File: config.mk
export PLATFORM = sky130hd
export DESIGN_NAME = uart_tx_arbiter_flat
export DESIGN_NICKNAME = d
export VERILOG_FILES = /design/src/rtl/uart_tx_arbiter_if.sv /design/src/rtl/uart_tx_arbiter.sv /design/src/flat_wrapper.sv
export SDC_FILE = /design/constraint.sdc
export NUM_CORES = 1
export LEC_CHECK = 0
export CORE_MARGIN = 2
export CORE_UTILIZATION = 41
export CTS_CLUSTER_DIAMETER = 200
export DETAILED_ROUTE_END_ITERATION = 16
export PLACE_DENSITY = 0.92
export SETUP_SLACK_MARGIN = 0.02
export SYNTH_ARGS = -nofsm -noshare
export SYNTH_HDL_FRONTEND = slang
export SYNTH_SLANG_ARGS = --single-unit
File: constraint.sdc
create_clock -name tck -period 3.15 [get_ports tck]
set_input_delay 0.63 -clock tck [delete_from_list [all_inputs] [get_ports tck]]
set_output_delay 0.63 -clock tck [all_outputs]
set_load 0.02 [all_outputs]
File: src/rtl/uart_tx_arbiter_if.sv
// Requester-side and UART-TX-side byte handshake bundle for uart_tx_arbiter.
// The slave modport is the arbiter's view; the master modport is the surrounding system.
interface uart_tx_arbiter_if #(
  parameter int N_REQ  = 4,
  parameter int DATA_W = 8
);
  logic [N_REQ-1:0]        req_valid_i;
  logic [N_REQ*DATA_W-1:0] req_data_i;
  logic [N_REQ-1:0]        req_last_i;
  logic [N_REQ-1:0]        req_ready_o;
  logic                    tx_valid_o;
  logic [DATA_W-1:0]       tx_data_o;
  logic                    tx_ready_i;
  logic                    tx_idle_i;

  modport slave (
    input  req_valid_i, req_data_i, req_last_i, tx_ready_i, tx_idle_i,
    output req_ready_o, tx_valid_o, tx_data_o
  );

  modport master (
    output req_valid_i, req_data_i, req_last_i, tx_ready_i, tx_idle_i,
    input  req_ready_o, tx_valid_o, tx_data_o
  );
endinterface

File: src/rtl/uart_tx_arbiter.sv
// Packet-atomic round-robin arbiter sharing one UART TX byte path between N_REQ requesters.
// Optional owner-stall eviction is compiled in with `define UART_ARB_TIMEOUT_EN.
module uart_tx_arbiter #(
  parameter int N_REQ      = 4,
  parameter int DATA_W     = 8,
  parameter int GAP_CYCLES = 16,
  parameter int TIMEOUT    = 1024
) (
  input  logic               tck,
  input  logic               rst_n,
  input  logic               enable_i,
  uart_tx_arbiter_if.slave   bus,
  output logic [N_REQ-1:0]   grant_o,
  output logic               busy_o,
  output logic               timeout_o
);

  localparam int IDX_W    = $clog2(N_REQ);
  localparam int GAP_W    = (GAP_CYCLES > 0) ? $clog2(GAP_CYCLES + 1) : 1;
  localparam logic [GAP_W-1:0] GAP_LOAD = GAP_W'((GAP_CYCLES > 0) ? GAP_CYCLES - 1 : 0);
  localparam logic [N_REQ-1:0] ONE_HOT  = {{(N_REQ-1){1'b0}}, 1'b1};

  if ((N_REQ < 2) || (N_REQ > 8)) begin : g_bad_n_req
    $error("uart_tx_arbiter: N_REQ must be in 2..8");
  end
  if (TIMEOUT < 1) begin : g_bad_timeout
    $error("uart_tx_arbiter: TIMEOUT must be at least 1");
  end

  typedef enum logic [1:0] {
    ARB_IDLE  = 2'd0,
    ARB_OWN   = 2'd1,
    ARB_DRAIN = 2'd2,
    ARB_GAP   = 2'd3
  } arb_state_t;

  arb_state_t         state_r, state_s;
  logic [N_REQ-1:0]   grant_r, grant_s;
  logic [IDX_W-1:0]   owner_r, owner_s;
  logic [IDX_W-1:0]   ptr_r, ptr_s;
  logic [GAP_W-1:0]   gap_cnt_r, gap_cnt_s;
  logic [IDX_W-1:0]   pick_s;
  logic               owner_valid_s;
  logic               owner_last_s;
  logic               xfer_s;
  logic               tmo_hit_s;
  logic [N_REQ-1:0]   ready_s;

  // First asserted valid strictly after the pointer, wrapping modulo N_REQ.
  function automatic logic [IDX_W-1:0] rr_pick(input logic [N_REQ-1:0] v,
                                               input logic [IDX_W-1:0] p);
    logic [IDX_W-1:0] sel;
    logic             found;
    int               idx;
    sel   = p;
    found = 1'b0;
    for (int i = 1; i <= N_REQ; i++) begin
      idx = (int'(p) + i) % N_REQ;
      if (!found && v[idx]) begin
        sel   = IDX_W'(idx);
        found = 1'b1;
      end else begin
        found = found;
      end
    end
    return sel;
  endfunction

  assign pick_s        = rr_pick(bus.req_valid_i, ptr_r);
  assign owner_valid_s = bus.req_valid_i[owner_r];
  assign owner_last_s  = bus.req_last_i[owner_r];
  assign xfer_s        = (state_r == ARB_OWN) && owner_valid_s && bus.tx_ready_i;

`ifdef UART_ARB_TIMEOUT_EN
  localparam int TMO_W = $clog2(TIMEOUT + 1);
  logic [TMO_W-1:0] tmo_cnt_r, tmo_cnt_s;
  logic             timeout_r;

  // Consecutive owner-stall counter; saturates by evicting rather than wrapping.
  always_comb begin
    tmo_cnt_s = '0;
    tmo_hit_s = 1'b0;
    if ((state_r == ARB_OWN) && !owner_valid_s) begin
      if (tmo_cnt_r == TMO_W'(TIMEOUT - 1)) begin
        tmo_hit_s = 1'b1;
      end else begin
        tmo_cnt_s = tmo_cnt_r + TMO_W'(1);
      end
    end else begin
      tmo_cnt_s = '0;
    end
  end

  // Stall counter and one-cycle eviction pulse registers.
  always_ff @(posedge tck or negedge rst_n) begin
    if (!rst_n) begin
      tmo_cnt_r <= '0;
      timeout_r <= 1'b0;
    end else begin
      tmo_cnt_r <= tmo_cnt_s;
      timeout_r <= tmo_hit_s;
    end
  end

  assign timeout_o = timeout_r;
`else
  assign tmo_hit_s = 1'b0;
  assign timeout_o = 1'b0;
`endif

  // Next-state logic: grant held from IDLE through DRAIN, released when the line goes idle.
  always_comb begin
    state_s   = state_r;
    grant_s   = grant_r;
    owner_s   = owner_r;
    ptr_s     = ptr_r;
    gap_cnt_s = gap_cnt_r;
    case (state_r)
      ARB_IDLE: begin
        if (enable_i && (|bus.req_valid_i)) begin
          owner_s = pick_s;
          grant_s = ONE_HOT << pick_s;
          state_s = ARB_OWN;
        end else begin
          state_s = ARB_IDLE;
        end
      end
      ARB_OWN: begin
        if (xfer_s && owner_last_s) begin
          ptr_s   = owner_r;
          state_s = ARB_DRAIN;
        end else if (tmo_hit_s) begin
          ptr_s   = owner_r;
          state_s = ARB_DRAIN;
        end else begin
          state_s = ARB_OWN;
        end
      end
      ARB_DRAIN: begin
        if (bus.tx_idle_i) begin
          grant_s = '0;
          if (GAP_CYCLES == 0) begin
            state_s = ARB_IDLE;
          end else begin
            state_s   = ARB_GAP;
            gap_cnt_s = GAP_LOAD;
          end
        end else begin
          state_s = ARB_DRAIN;
        end
      end
      ARB_GAP: begin
        if (gap_cnt_r == '0) begin
          state_s = ARB_IDLE;
        end else begin
          gap_cnt_s = gap_cnt_r - GAP_W'(1);
        end
      end
      default: begin
        state_s = ARB_IDLE;
        grant_s = '0;
      end
    endcase
  end

  // Arbitration state registers; pointer resets so requester 0 wins first.
  always_ff @(posedge tck or negedge rst_n) begin
    if (!rst_n) begin
      state_r   <= ARB_IDLE;
      grant_r   <= '0;
      owner_r   <= '0;
      ptr_r     <= IDX_W'(N_REQ - 1);
      gap_cnt_r <= '0;
    end else begin
      state_r   <= state_s;
      grant_r   <= grant_s;
      owner_r   <= owner_s;
      ptr_r     <= ptr_s;
      gap_cnt_r <= gap_cnt_s;
    end
  end

  // Byte path: only the owner is forwarded and acknowledged, and only while owning.
  always_comb begin
    bus.tx_valid_o = 1'b0;
    bus.tx_data_o  = '0;
    ready_s        = '0;
    if (state_r == ARB_OWN) begin
      bus.tx_valid_o   = owner_valid_s;
      bus.tx_data_o    = bus.req_data_i[owner_r*DATA_W +: DATA_W];
      ready_s[owner_r] = bus.tx_ready_i;
    end else begin
      ready_s = '0;
    end
  end

  assign bus.req_ready_o = ready_s;
  assign grant_o         = grant_r;
  assign busy_o          = (state_r != ARB_IDLE);

endmodule

File: src/flat_wrapper.sv
// flat-port wrapper written by rule: the top's interface ports become plain ports
module uart_tx_arbiter_flat 
#(
  parameter int N_REQ      = 4,
  parameter int DATA_W     = 8,
  parameter int GAP_CYCLES = 16,
  parameter int TIMEOUT    = 1024
)
  (tck, rst_n, enable_i, grant_o, busy_o, timeout_o, bus_req_valid_i, bus_req_data_i, bus_req_last_i, bus_tx_ready_i, bus_tx_idle_i, bus_req_ready_o, bus_tx_valid_o, bus_tx_data_o);
  uart_tx_arbiter_if #(.N_REQ(N_REQ), .DATA_W(DATA_W)) bus_i ();
  input  logic tck;
  input  logic rst_n;
  input  logic enable_i;
  output logic [N_REQ-1:0] grant_o;
  output logic busy_o;
  output logic timeout_o;
  input wire logic [$bits(bus_i.req_valid_i)-1:0] bus_req_valid_i;
  input wire logic [$bits(bus_i.req_data_i)-1:0] bus_req_data_i;
  input wire logic [$bits(bus_i.req_last_i)-1:0] bus_req_last_i;
  input wire logic [$bits(bus_i.tx_ready_i)-1:0] bus_tx_ready_i;
  input wire logic [$bits(bus_i.tx_idle_i)-1:0] bus_tx_idle_i;
  output wire logic [$bits(bus_i.req_ready_o)-1:0] bus_req_ready_o;
  output wire logic [$bits(bus_i.tx_valid_o)-1:0] bus_tx_valid_o;
  output wire logic [$bits(bus_i.tx_data_o)-1:0] bus_tx_data_o;
  assign bus_i.req_valid_i = bus_req_valid_i;
  assign bus_i.req_data_i = bus_req_data_i;
  assign bus_i.req_last_i = bus_req_last_i;
  assign bus_i.tx_ready_i = bus_tx_ready_i;
  assign bus_i.tx_idle_i = bus_tx_idle_i;
  assign bus_req_ready_o = bus_i.req_ready_o;
  assign bus_tx_valid_o = bus_i.tx_valid_o;
  assign bus_tx_data_o = bus_i.tx_data_o;
  uart_tx_arbiter #(.N_REQ(N_REQ), .DATA_W(DATA_W), .GAP_CYCLES(GAP_CYCLES), .TIMEOUT(TIMEOUT)) u_core (.tck(tck), .rst_n(rst_n), .enable_i(enable_i), .bus(bus_i), .grant_o(grant_o), .busy_o(busy_o), .timeout_o(timeout_o));
endmodule
Word-level counts from Yosys, hierarchy flattened --
Index checks and enable logic that the tools add are counted.
Cells by class: add/sub/neg operators 5, order comparisons 6, equality and inequality tests 7, shift operators 2, mux-type cells 39, bitwise operators 5, reductions and logical operators 25
Operator list (number):
- $shiftx A32 B6 Y8 | 1
- $mux W1 | 17
- $lt A3 B4 Y1 const B | 4
- $bmux W1 S2 | 6
- $mux W2 | 6
- $mux W4 | 3
- $mux W5 | 2
- $pmux W5 S2 | 1
- $logic_and A1 B1 Y1 | 8
- $mux W8 | 1
- $pmux W2 S4 | 1
- $pmux W4 S2 | 1
- $reduce_or A2 Y1 | 4
- $reduce_and A3 Y1 | 2
- $reduce_bool A2 Y1 | 3
- $logic_not A5 Y1 | 1
- $sub A5 B1 Y5 const B | 1
- $add A2 B1 Y2 const B | 2
- $add A2 B2 Y2 const B | 2
- $and A1 B1 Y1 const A | 4
- $and A4 B4 Y4 | 1
- $eq A2 B2 Y1 const B | 2
- $ne A2 B1 Y1 const B | 2
- $ne A2 B2 Y1 const B | 2
- other kinds (9) | 12
Storage, ports and cells: register bits after elaboration 15, input port bits 45, output and inout bits 19, word-level logic and storage cells 94

Logic depth before layout (Yosys ltp) --
Gate-level depths: netlist of the first run.
depth in word-level cells 19, depth in mapped cells 6

Least setup slack after synthesis of the first run --
Ideal clock, no wire load.
kind register to output, start point register with a tool-made name, end point output port bus_req_ready_o[0], arrival 1.510 ns, path slack 1.010 ns, stages on the path, launching flop included 5, buffers on the path 2, path through dfrtp_1 clkbuf_1 nand2b_1 clkbuf_1 nor4_1
RTL lines:
- end: declaration | line flat_wrapper.sv:22 | output wire logic [$bits(bus_i.req_ready_o)-1:0] bus_req_ready_o;

Worst setup path in the final report of the first run --
start point input port bus_req_valid_i[3], end point output port bus_tx_valid_o
On the way: word-level cells in the longest chain between the ends 3
RTL lines:
- start: declaration | line flat_wrapper.sv:17 | input wire logic [$bits(bus_i.req_valid_i)-1:0] bus_req_valid_i;
- $bmux W1 S2 | line uart_tx_arbiter.sv:70 | assign owner_valid_s = bus.req_valid_i[owner_r];
- $mux W1 (not written as such) | line uart_tx_arbiter.sv:70
- $mux W1 | line uart_tx_arbiter.sv:188 | if (state_r == ARB_OWN) begin
- end: declaration | line flat_wrapper.sv:23 | output wire logic [$bits(bus_i.tx_valid_o)-1:0] bus_tx_valid_o;
Every way passes these cells. The select of a mux whose other input is x is not followed.

==> results of run 1 <==
## routing by layer
layer	GRT usage, %	routed length, µm
met4	3.06	8
met5	0	0
met3	3.00	202
met2	45.2	2060
met1	24.0	1290
## worst paths after layout
| check | startpoint | endpoint | slack [ns] | depth (start not counted) |
|---|---|---|---|---|
| worst min register to register | u_core.grant_o[2] | u_core.grant_o[2] | 0.52 | 2 |
| worst min-delay path | u_core.grant_o[2] | u_core.grant_o[2] | 0.52 | 2 |
| worst max-delay path | bus_req_valid_i[3] | bus_tx_valid_o | 0.17 | 4 |
| max in group asynchronous | rst_n | u_core.gap_cnt_r[2] | 1.97 | 1 |
| min in group asynchronous | rst_n | u_core.owner_r[1] | 0.76 | 1 |
| worst max register to register | register | u_core.ptr_r[1] | 1.38 | 4 |
## layout make-up
| cell class | instances | area share [%] |
|---|---|---|
| Sequential cell | 15 | 21.1 |
| Multi-Input combinational cell | 85 | 38.1 |
| Tap cell | 31 | 2.16 |
| Clock buffer | 4 | 1.47 |
| Timing Repair Buffer | 64 | 35.5 |
| Inverter | 8 | 1.68 |
## worst reg2reg max path, cell delays in order (launching register included)
cell	delay, ns
dfrtp_1	0.47
nand2b_1	0.39
nor2_1	0.34
nand3_2	0.15
mux2_1	0.34
## through the flow
| step | hold slack, ns | util [%] |
|---|---|---|
| after floorplan | 0.334 | - |
| after global placement | 0.493 | 65.7 |
| after detailed placement | 0.510 | 65.7 |
| after CTS | 0.528 | 66.7 |
| after global routing | 0.551 | 66.7 |
| final | 0.525 | 66.7 |
## where the power goes
group	switching, mW	internal, mW	total [mW]
clock	0.0590	0.0490	0.108
combinational	0.359	0.420	0.780
sequential	0.130	0.284	0.414
total	0.548	0.753	1.30
## registers in the layout (all words and copies together) (netlist names), named ones only
name              flops
u_core.state_r        1
u_core.ptr_r          2
u_core.gap_cnt_r      5
u_core.owner_r        2
u_core.grant_o        4
## cells in the final DEF (no fill, tap or decap), drive strengths merged, types with 4 or more instances in the layout
| master | n |
|---|---|
| a31oi | 4 |
| clkbuf | 4 |
| clkdlybuf4s50 | 62 |
| dfrtp | 13 |
| inv | 8 |
| mux4 | 10 |
| nand2 | 7 |
| nand2b | 4 |
| nand3 | 8 |
| nor2 | 8 |
| nor2b | 11 |
| o21ai | 8 |
| o31ai | 6 |
## logic make-up (layout without fill, tap and decap cells)
family	count (synthesis)	after routing	share of synthesized area, %
DFF	15	15	33.2
buffers and inverters	17	76	6.91
muxes	12	12	21.7
and+or+nand+nor	46	46	22.6
AOI/OAI and AO/OA	25	25	14.2
adders and majority gates	1	1	1.10
other	1	1	0.329
==> metrics.md, run 1 <==
| Metric | Value |
|---|---|
| Worst EP required | 2.52 ns |
| Worst-path clk slew | 0.09 ns |
| CTS tree | yes |
| Clk buf depth | 2 |
| Endpoint arrival time on the critical path | about 2.4 ns |
| Final Non-Filler Cells | 207 |
| # resized after CTS | 0 |
| CP most frequent cell | clkdlybuf4s50_1 |
| Initial antenna violation count | 0 |
| DR WL/cell | 17.2 µm |
| Synth top area cells | dfrtp_1 29%, mux4_2 20%, nor2b_1 6.0% |
| RSZ-0062 raised after global routing | no |
| Max transition margin | 55.1% |
| Worst-Skew Late Latency | 0.27 ns |
| Worst Hold Class | reg -> reg |
| Slew @ Worst Pin | 0.672 ns |
| Setup CP Type | in -> out |
| Cell Area, Synth | 1140 µm² |
| CP startpoint kind | primary input |
| Sequential share of the synthesized area | 33.2% |
| 1st-pass router iterations | 4 |
| EDFF count, synth | 0 |
| Row count | 19 |
| Cell taking the most area after synthesis | dfrtp_1 |
| WP buf/inv | 2 |
| Vias/cell | between 5 and 6 |
| DRT antenna net count | 0 |
| Register area | 378 µm² |
| Worst path slowest cell | mux4_2 |
| Most numerous cell in the Yosys netlist | dfrtp_1 |
| Vias post-DR | 1,146 |
| Leakage power | 0.708 nW |
| Vias in the first global route | around 1,100 |
| Skew final | between 0.001 and 0.0015 ns |
| Pwr Total | 1.30 mW |
| Cells after Synth | 117 |
| CTS Hold Buffers Added | 0 |
| Footprint of the multi-input gates | 683 µm² |
| Fin crit share | 94.6% |
| Crit path capture type | primary output |
| Asr flop ratio synth | 100% |
| Syn_area_per_cell | roughly 9.7 µm² |
| Fin. Hold Viols | 0 |
| Placed Cells | 203 |
| PortBufs | 62 |
| Commonest cells in the netlist | 13 x dfrtp_1, 11 x nor2b_1, 10 x mux4_2 |
| Unique cell type count in the Yosys netlist | 33 |
| Worst vdd rail ir drop | around 0.48 mV |
| H-tree levels | 1 |
| Yosys warns | 0 |
| Largest net degree at the start of global routing | 17 |
| Total grt overflow | 0 |
| Final instance area | 1790 µm² |
| Dpl ws | 0.173 ns |
| Synth top area share | 28.5% |
| Final WL | 3560 µm |
| Outcome | complete, no violations |
| # DRC | 0 |
| Final worst path period need | around 3 ns |
| Final RePlAce weighted congestion | 0.866 |
| Pwr dens | 726 nW/µm² |
| Tot GR Track Use | 22.1% |
| Initial Util | 42.4% |
| Max stage delay on crit path | 0.55 ns |
| Antenna cells | 0 |
| Syn-to-layout area delta | 57.2% |
| Die width | about 57 µm |
| Seq cells post-synth | 15 |
| Initial DRC Count | 52 |
| First-pass GRT wire length | ~5500 µm |
| Worst path cell trace | clkdlybuf4s50_1, mux4_2, nor2b_1, clkdlybuf4s50_1 |
| Die height | about 57 µm |
| Final Setup Violations | 0 |
| Post-DP Area | 1770 µm² |
| I/O pin cnt | 64 |
| Setup Fix Bufs, Post-CTS | 0 |
| Worst Path Max Fanout | 5 |
| Worst setup margin | between 0.15 and 0.2 ns |
| Final count of pins violating max slew | 0 |
| Root Buffer | clkbuf_4 |
| Fmax | 336 MHz |
| CP top delay family | buffers and inverters |
| Layout fillers | around 200 |
| TritonCTS Buffers | 3 |
| Final setup TNS | 0 ns |
| Post-DP HPWL | 2960 µm |
| Die area | 3220 µm² |
| Max cap viols | 0 |
| Most common flop cell mapped by yosys | dfrtp_1 |
| Nets | 223 |
| CTS Sinks | 15 |
| Core area | 2690 µm² |
| Syn_nets | about 160 |
| Layout cells sized above 1 | approximately an eighth |
No activity file was read; power rests on OpenSTA's default activity.
==> inputs of run 2 (changes only) <==
- CAP_MARGIN: not set -> 10
==> results of run 2 <==
No change in the layout: final DEF, timing and power equal those of run 1.
